File: config.mk
export PLATFORM = sky130hd
export DESIGN_NAME = mem_arbiter_flat
export DESIGN_NICKNAME = d
export VERILOG_FILES = /design/src/rtl/mem_arb_defs.sv /design/src/rtl/mem_arbiter_if.sv /design/src/rtl/mem_arb_rsp_pipe.sv /design/src/rtl/mem_arbiter.sv /design/src/flat_wrapper.sv
export SDC_FILE = /design/constraint.sdc
export NUM_CORES = 1
export LEC_CHECK = 0
export ABC_AREA = 0
export CAP_MARGIN = 20
export CORE_ASPECT_RATIO = 1.2
export CORE_MARGIN = 2
export CORE_UTILIZATION = 24
export DETAILED_ROUTE_END_ITERATION = 7
export HOLD_SLACK_MARGIN = 0.08
export PLACE_DENSITY_LB_ADDON = 0.12
export SETUP_SLACK_MARGIN = 0.15
export SLEW_MARGIN = 20
export SYNTH_ARGS = -nofsm -noshare
export SYNTH_HDL_FRONTEND = slang
export SYNTH_SLANG_ARGS = --single-unit
File: constraint.sdc
create_clock -name clk -period 1.6 [get_ports clk]
set_input_delay 0.24 -clock clk [delete_from_list [all_inputs] [get_ports clk]]
set_output_delay 0.24 -clock clk [all_outputs]
set_load 0.01 [all_outputs]
File: src/rtl/mem_arb_defs.sv
// mem_arb_defs: shared encodings for the memory arbiter slice.
// Ownership states, requester ids, default read latency and the read-return tag.
// Imported by mem_arbiter and mem_arb_rsp_pipe.
package mem_arb_defs;

  typedef enum logic [1:0] {
    FREE = 2'b00,
    OWN0 = 2'b01,
    OWN1 = 2'b10
  } arb_state_t;

  localparam logic REQ_I = 1'b0;  // instruction-cache controller
  localparam logic REQ_D = 1'b1;  // data-cache controller

  localparam int RD_LAT_DEF = 2;

  // One slot of the read-return pipeline: was a read issued, and by whom
  typedef struct packed {
    logic vld;
    logic id;
  } rsp_tag_t;

endpackage

File: src/rtl/mem_arbiter_if.sv
// mem_arbiter_if: one cache controller's word-request channel into the arbiter.
// master = cache controller side, slave = arbiter side.
// Request fields are held by the master until ack; read data returns on rsp_valid/rsp_data.
interface mem_arbiter_if #(
  parameter int ADDR_W = 16,
  parameter int DATA_W = 16
);
  logic              rd;
  logic              wr;
  logic              lock;
  logic [ADDR_W-1:0] addr;
  logic [DATA_W-1:0] data;
  logic              ack;
  logic              rsp_valid;
  logic [DATA_W-1:0] rsp_data;

  modport master (output rd, wr, lock, addr, data, input ack, rsp_valid, rsp_data);
  modport slave  (input rd, wr, lock, addr, data, output ack, rsp_valid, rsp_data);
endinterface

File: src/rtl/mem_arb_rsp_pipe.sv
// mem_arb_rsp_pipe: RD_LAT-deep {valid,id} shift register tracking issued reads (RD_LAT 1..4).
// A tag inserted at cycle T reaches the tail at T+RD_LAT, when memory read data is valid.
// No backpressure: the memory latency is fixed, so the pipe shifts every cycle.
module mem_arb_rsp_pipe
  import mem_arb_defs::*;
#(
  parameter int DATA_W = 16,
  parameter int RD_LAT = RD_LAT_DEF
) (
  input  logic              clk,
  input  logic              rst,
  input  rsp_tag_t          tag_in,
  input  logic [DATA_W-1:0] mem_data_out,
  output logic              rsp_valid_0,
  output logic              rsp_valid_1,
  output logic [DATA_W-1:0] rsp_data_0,
  output logic [DATA_W-1:0] rsp_data_1
);

  rsp_tag_t pipe [RD_LAT];
  rsp_tag_t tail;

  // Shift tags toward the tail; reset drops every read in flight
  always_ff @(posedge clk) begin
    if (rst) begin
      for (int i = 0; i < RD_LAT; i++) pipe[i] <= '0;
    end else begin
      pipe[0] <= tag_in;
      for (int i = 1; i < RD_LAT; i++) pipe[i] <= pipe[i-1];
    end
  end

  assign tail = pipe[RD_LAT-1];

  // Steer the returning word to its issuer; idle data lines read as zero
  always_comb begin
    rsp_valid_0 = tail.vld & (tail.id == REQ_I) & ~rst;
    rsp_valid_1 = tail.vld & (tail.id == REQ_D) & ~rst;
    rsp_data_0  = rsp_valid_0 ? mem_data_out : '0;
    rsp_data_1  = rsp_valid_1 ? mem_data_out : '0;
  end

endmodule

File: src/rtl/mem_arbiter.sv
// mem_arbiter: shares the four-bank main memory between I-cache (req0) and D-cache (req1), with lockable bursts.
// Latency: ack is combinational in the issuing cycle; read data returns RD_LAT cycles after the ack.
// Backpressure: mem_stall holds strobes, FSM and round-robin state. Macro MEM_ARB_DPRIO_EN: D-cache wins ties in FREE.
module mem_arbiter
  import mem_arb_defs::*;
#(
  parameter int ADDR_W = 16,
  parameter int DATA_W = 16,
  parameter int RD_LAT = RD_LAT_DEF
) (
  input  logic              clk,
  input  logic              rst,
  mem_arbiter_if.slave      req0,
  mem_arbiter_if.slave      req1,
  output logic [ADDR_W-1:0] mem_addr,
  output logic [DATA_W-1:0] mem_data_in,
  output logic              mem_rd,
  output logic              mem_wr,
  input  logic              mem_stall,
  input  logic [DATA_W-1:0] mem_data_out,
  output logic              err
);

  arb_state_t        state, state_nxt;
  logic              any0, any1, tie_win;
  logic              cand_vld, cand_id, cand_rd, cand_wr, cand_lock;
  logic [ADDR_W-1:0] cand_addr;
  logic [DATA_W-1:0] cand_data;
  logic              accept, err_nxt;
  rsp_tag_t          tag_in;

  assign any0 = req0.rd | req0.wr;
  assign any1 = req1.rd | req1.wr;

`ifdef MEM_ARB_DPRIO_EN
  assign tie_win = REQ_D;
`else
  logic rr_last;

  // Remember who got the last unlocked word so the other side wins the next tie
  always_ff @(posedge clk) begin
    if (rst)                     rr_last <= REQ_D;
    else if (accept && !cand_lock) rr_last <= cand_id;
  end

  assign tie_win = (rr_last == REQ_I) ? REQ_D : REQ_I;
`endif

  // Choose the candidate: arbitrate when free, only the owner while locked
  always_comb begin
    cand_vld = 1'b0;
    cand_id  = REQ_I;
    case (state)
      FREE: begin
        if (any0 && any1) begin
          cand_vld = 1'b1;
          cand_id  = tie_win;
        end else if (any0) begin
          cand_vld = 1'b1;
          cand_id  = REQ_I;
        end else if (any1) begin
          cand_vld = 1'b1;
          cand_id  = REQ_D;
        end
      end
      OWN0: cand_vld = any0;
      OWN1: begin
        cand_vld = any1;
        cand_id  = REQ_D;
      end
      default: ;
    endcase
  end

  // Mux the candidate's request fields; zero when nobody is selected
  always_comb begin
    cand_rd   = 1'b0;
    cand_wr   = 1'b0;
    cand_lock = 1'b0;
    cand_addr = '0;
    cand_data = '0;
    if (cand_vld) begin
      if (cand_id == REQ_D) begin
        cand_rd   = req1.rd;
        cand_wr   = req1.wr;
        cand_lock = req1.lock;
        cand_addr = req1.addr;
        cand_data = req1.data;
      end else begin
        cand_rd   = req0.rd;
        cand_wr   = req0.wr;
        cand_lock = req0.lock;
        cand_addr = req0.addr;
        cand_data = req0.data;
      end
    end
  end

  assign accept = cand_vld & ~mem_stall & ~rst;

  // Ownership state register
  always_ff @(posedge clk) begin
    if (rst) state <= FREE;
    else     state <= state_nxt;
  end

  // Ownership next state: lock on an accepted word keeps the owner; an idle unlocked owner releases
  always_comb begin
    state_nxt = state;
    if (accept) begin
      if (cand_lock) state_nxt = (cand_id == REQ_D) ? OWN1 : OWN0;
      else           state_nxt = FREE;
    end else if (!mem_stall) begin
      if (state == OWN0 && !any0 && !req0.lock) state_nxt = FREE;
      if (state == OWN1 && !any1 && !req1.lock) state_nxt = FREE;
    end
  end

  // Drive memory and acks; a rd+wr request goes out as a read
  always_comb begin
    mem_rd      = cand_rd & ~rst;
    mem_wr      = cand_wr & ~cand_rd & ~rst;
    mem_addr    = rst ? '0 : cand_addr;
    mem_data_in = rst ? '0 : cand_data;
    req0.ack    = accept & (cand_id == REQ_I);
    req1.ack    = accept & (cand_id == REQ_D);
  end

  // Flag rd+wr together, or a lock raised without a request while free (that lock is ignored)
  assign err_nxt = (accept & cand_rd & cand_wr) |
                   ((state == FREE) & ((req0.lock & ~any0) | (req1.lock & ~any1)));

  // Register err so it is seen the cycle after the offending request
  always_ff @(posedge clk) begin
    if (rst) err <= 1'b0;
    else     err <= err_nxt;
  end

  assign tag_in.vld = accept & cand_rd;
  assign tag_in.id  = cand_id;

  mem_arb_rsp_pipe #(
    .DATA_W (DATA_W),
    .RD_LAT (RD_LAT)
  ) u_rsp_pipe (
    .clk          (clk),
    .rst          (rst),
    .tag_in       (tag_in),
    .mem_data_out (mem_data_out),
    .rsp_valid_0  (req0.rsp_valid),
    .rsp_valid_1  (req1.rsp_valid),
    .rsp_data_0   (req0.rsp_data),
    .rsp_data_1   (req1.rsp_data)
  );

endmodule

File: src/flat_wrapper.sv
// flat-port wrapper written by rule: the top's interface ports become plain ports
module mem_arbiter_flat import mem_arb_defs::*;
#(
  parameter int ADDR_W = 16,
  parameter int DATA_W = 16,
  parameter int RD_LAT = RD_LAT_DEF
)
  (clk, rst, mem_addr, mem_data_in, mem_rd, mem_wr, mem_stall, mem_data_out, err, req0_rd, req0_wr, req0_lock, req0_addr, req0_data, req0_ack, req0_rsp_valid, req0_rsp_data, req1_rd, req1_wr, req1_lock, req1_addr, req1_data, req1_ack, req1_rsp_valid, req1_rsp_data);
  mem_arbiter_if #(.ADDR_W(ADDR_W), .DATA_W(DATA_W)) req0_i ();
  mem_arbiter_if #(.ADDR_W(ADDR_W), .DATA_W(DATA_W)) req1_i ();
  input  logic clk;
  input  logic rst;
  output logic [ADDR_W-1:0] mem_addr;
  output logic [DATA_W-1:0] mem_data_in;
  output logic mem_rd;
  output logic mem_wr;
  input  logic mem_stall;
  input  logic [DATA_W-1:0] mem_data_out;
  output logic err;
  input wire logic [$bits(req0_i.rd)-1:0] req0_rd;
  input wire logic [$bits(req0_i.wr)-1:0] req0_wr;
  input wire logic [$bits(req0_i.lock)-1:0] req0_lock;
  input wire logic [$bits(req0_i.addr)-1:0] req0_addr;
  input wire logic [$bits(req0_i.data)-1:0] req0_data;
  output wire logic [$bits(req0_i.ack)-1:0] req0_ack;
  output wire logic [$bits(req0_i.rsp_valid)-1:0] req0_rsp_valid;
  output wire logic [$bits(req0_i.rsp_data)-1:0] req0_rsp_data;
  input wire logic [$bits(req1_i.rd)-1:0] req1_rd;
  input wire logic [$bits(req1_i.wr)-1:0] req1_wr;
  input wire logic [$bits(req1_i.lock)-1:0] req1_lock;
  input wire logic [$bits(req1_i.addr)-1:0] req1_addr;
  input wire logic [$bits(req1_i.data)-1:0] req1_data;
  output wire logic [$bits(req1_i.ack)-1:0] req1_ack;
  output wire logic [$bits(req1_i.rsp_valid)-1:0] req1_rsp_valid;
  output wire logic [$bits(req1_i.rsp_data)-1:0] req1_rsp_data;
  assign req0_i.rd = req0_rd;
  assign req0_i.wr = req0_wr;
  assign req0_i.lock = req0_lock;
  assign req0_i.addr = req0_addr;
  assign req0_i.data = req0_data;
  assign req0_ack = req0_i.ack;
  assign req0_rsp_valid = req0_i.rsp_valid;
  assign req0_rsp_data = req0_i.rsp_data;
  assign req1_i.rd = req1_rd;
  assign req1_i.wr = req1_wr;
  assign req1_i.lock = req1_lock;
  assign req1_i.addr = req1_addr;
  assign req1_i.data = req1_data;
  assign req1_ack = req1_i.ack;
  assign req1_rsp_valid = req1_i.rsp_valid;
  assign req1_rsp_data = req1_i.rsp_data;
  mem_arbiter #(.ADDR_W(ADDR_W), .DATA_W(DATA_W), .RD_LAT(RD_LAT)) u_core (.clk(clk), .rst(rst), .req0(req0_i), .req1(req1_i), .mem_addr(mem_addr), .mem_data_in(mem_data_in), .mem_rd(mem_rd), .mem_wr(mem_wr), .mem_stall(mem_stall), .mem_data_out(mem_data_out), .err(err));
endmodule
==> results list <==
- In the final timing run, aggregate negative setup slack is -9567 ps.
* Critical path class: reg -> out
* Placed wire-length estimate: 4737 um
* Worst Hold Margin: 433.2 ps
- The initial utilization of the core area, before any placement, comes to 24.75%.
* Number of DRC markers after the initial detailed-route iteration: 127
* Clock Sink Count: 8
* Final core utilization: 86.15%
* Crit path arrival time: 1690 ps
- The die is 66.60 um wide.
- Share of final-layout standard cells stronger than drive strength 1: 63.05%
* Global-route wire length before repair: 10600 um
- Of the available clock period, the critical path in the final layout requires 120.7%.
* DIE AREA: 0.005269 mm^2
- The finished layout holds 464 standard cells, fillers aside.
- Summed instance area of the synthesized netlist: 0.001129 mm^2
- Fraction of power consumed by combinational cells: 72.0%
* Final worst clock skew: 7.932 ps
- Area Overhead vs Synth: 248.1%
- Dividing total power by cell area gives a power density of 433.4 mW/mm^2.
* Cell type contributing the most total cell area after synthesis: sky130_fd_sc_hd__nand2_1
- Number of nets with antenna violations after routing: 0
- Dividing the detail-routed wire length by the instance count gives 19.66 um.
* TritonCTS clock tree: built
- The region available for standard cell placement spans 0.004561 mm^2.
- Global routing usage summed across all routing layers: 25.34%
- The clock passes through at most 2 buffers.
- Leak Pwr: 1.811 nW
- The number of global-route vias before repair is 2308.
- Worst-Skew Late Latency: 240 ps
* Dominant cells by area after synthesis: sky130_fd_sc_hd__nand2_1, sky130_fd_sc_hd__and2_1, sky130_fd_sc_hd__a21oi_1, sky130_fd_sc_hd__dfxtp_1, sky130_fd_sc_hd__buf_2
- Routability congestion estimate from global placement: 0.8789
- Counting I/O delays and the setup requirement, the final critical path takes 1931 ps.
* Vias post-DR: 2425
- The final reports fail on setup timing.
* Part of the power in the clock network: 15.0%
- Counting flops and latches in the post-synthesis netlist gives 8.
- After the last flow step, the layout net total stands at 497.
* Setup ws final: -330.7 ps
- Counting tap cells, the placed design contains a total of 425 instances.
- # H-tree levels: 1
- Timing analysis after detailed placement gives a worst setup slack of -822.3 ps.
- The tool flagged a number of max-cap violations equal to 0.
- DRC violation count after routing: 0
* Maximum ir drop on the vdd rail: 0.0002922 V
- Setup repair after global routing could not meet its margin everywhere.
- Inserted Clock Buffers: 3
* Standard-cell row count: 27
- Final setup viols: 64
- Synthesis produced 195 cells.
- Path type of the worst min-delay path: reg -> reg
- After clock tree synthesis, the clock-pin slew on the worst setup and hold paths is 50 ps.
- The first detailed-routing pass ran for 4 iterations.
- Cell internal power dissipation: 1.067 mW
- In the routed layout, each cell is associated on average with a via count of 5.226.
- Achievable frequency: 517.9 MHz
- Final Routed Wirelength: 9123 um
- Maximum fanout encountered on the critical timing path: 4
- The count of buffers added on input and output ports is 159.
* Unique masters post-synth: 32
- The floorplan step set the die height to 79.12 um.
- Largest net degree at the start of global routing: 18
* Worst-case headroom to the max-slew limit: 76.53%
- Total number of yosys warnings: 0
- Syn nets: 284
- Sw Ratio: 37.35%
- STA classifies the critical path endpoint as an output port.
- Ant diodes: 0
* Part of the Yosys area used for sequential elements: 14.19%
- Remaining Overflow, GRT: 0
- Synthesized area divided by synthesized cell count: 5.788 um^2
* Number of failing hold endpoints at the final stage: 0
* # IOs: 160
* Result of the run: complete, but fails checks
* Psw: 0.6359 mW
* Final Max Tran Viols: 0
- For the worst setup path, the data required time is 1360 ps.
- STA classifies the critical path startpoint as a register.
- The number of antenna violations at the first check in global routing is 0.
- Clock tree synthesis selected as its root buffer the cell sky130_fd_sc_hd__clkbuf_8.
* Worst-case register-to-register setup slack: 30 ps
* Flop pwr share: 13.0%
* Worst-margin pin slew: 348.8 ps
* Portion of synthesized cell area occupied by the leading cell type: 21.29%
[area by class of cell]
class,instances,area (um^2)
Clock buffer,3,41.29
Multi-Input combinational cell,170,1388
Timing Repair Buffer,223,2256
Tap cell,58,72.57
Inverter,2,7.507
Fill cell,250,631.9
Sequential cell,8,163.9
[state kept, by name, summed over array words and instances, names as in the netlist]
register                flops
u_core.rr_last              1
u_core.err                  1
u_core.u_rsp_pipe.pipe      4
u_core.state                2
[layer usage]
layer	vias up	GRT usage (%)	wire length, um
met5	-	0	0
met4	0	10.61	402
met3	48	6.091	783
met2	184	48.50	4795
met1	1116	25.24	3141
li1	1077	-	-
[cells in the mapped netlist (all sizes together)]
library cell / count
and2: 34
a22oi: 1
a21o: 2
buf: 10
a211oi: 1
a22o: 1
clkbuf: 5
nor4: 1
o21a: 2
o21bai: 2
o31ai: 2
a21oi: 35
o311ai: 1
o211ai: 2
nor2: 4
nor2b: 4
nor3: 2
inv: 2
nor3b: 1
nand3: 2
a31o: 1
and3b: 1
nand2b: 1
or4: 1
nand4b: 1
nand2: 64
o21ai: 3
a31oi: 1
dfxtp: 8
[power groups by stage]
| stage | sequential [mW] | clock (mW) | combinational [mW] |
|---|---|---|---|
| 2_1_floorplan | 0.222 | 0 | 0.372 |
| 3_3_place_gp | 0.221 | 0 | 0.883 |
| 3_5_place_dp | 0.222 | 0 | 0.889 |
| 4_1_cts | 0.219 | 0.254 | 0.977 |
| 5_1_grt | 0.221 | 0.262 | 1.29 |
| 6_report | 0.221 | 0.256 | 1.23 |
[worst paths after layout]
path	to	cells past startpoint	startpoint
worst max-delay path	req0_ack	6	u_core.state[0]$_SDFFE_PP0P_
worst min-delay path	u_core.u_rsp_pipe.pipe[0][2]$_SDFF_PP0_	1	u_core.u_rsp_pipe.pipe[0][0]$_SDFF_PP0_
worst max register to register	u_core.rr_last$_SDFFE_PP1P_	6	u_core.state[0]$_SDFFE_PP0P_
worst min register to register	u_core.u_rsp_pipe.pipe[0][2]$_SDFF_PP0_	1	u_core.u_rsp_pipe.pipe[0][0]$_SDFF_PP0_
[stage by stage]
| stage | area [um^2] | total power [mW] |
|---|---|---|
| floorplan | 1291 | 0.5948 |
| global placement | 3110 | 1.104 |
| detailed placement | 3110 | 1.110 |
| CTS | 3277 | 1.450 |
| global route | 3929 | 1.776 |
| finish | 3929 | 1.703 |
[critical path, stage by stage (launching register included)]
cell and delay [ps]:
sky130_fd_sc_hd__dfxtp_2 330, sky130_fd_sc_hd__o21bai_4 200, sky130_fd_sc_hd__buf_4 160, sky130_fd_sc_hd__buf_4 140, sky130_fd_sc_hd__a21o_4 220, sky130_fd_sc_hd__nor3_1 220
sky130_fd_sc_hd__buf_2 190
[logic make-up (layout without fill, tap and decap cells)]
family	after synthesis	in the layout	synth area share, %
AO/OA/AOI/OAI	54	54	29.05
flip-flops	8	8	14.19
buffers and inverters	17	228	7.317
AND/OR/NAND/NOR	116	116	49.45
[cells in the final DEF (no fill, tap or decap), types with 7 or more instances in the layout]
master,instances
sky130_fd_sc_hd__a21oi_2,30
sky130_fd_sc_hd__buf_2,36
sky130_fd_sc_hd__nand2_4,19
sky130_fd_sc_hd__nand2_1,29
sky130_fd_sc_hd__buf_8,8
sky130_fd_sc_hd__and2_4,32
sky130_fd_sc_hd__buf_12,7
sky130_fd_sc_hd__clkdlybuf4s50_1,84
sky130_fd_sc_hd__buf_6,53
sky130_fd_sc_hd__buf_4,24
sky130_fd_sc_hd__nand2_2,16
[repair_timing]
action                                 in CTS  in global routing
gates resized for setup                   369                114
setup buffers                              21                  6
setup endpoints to repair                  75                 72
pin swaps                                  28                 46
hold buffers                                0                  0
cloned                                      3                  6
endpoints found under the hold margin       0                  0
(Power assumes the default switching activity.)
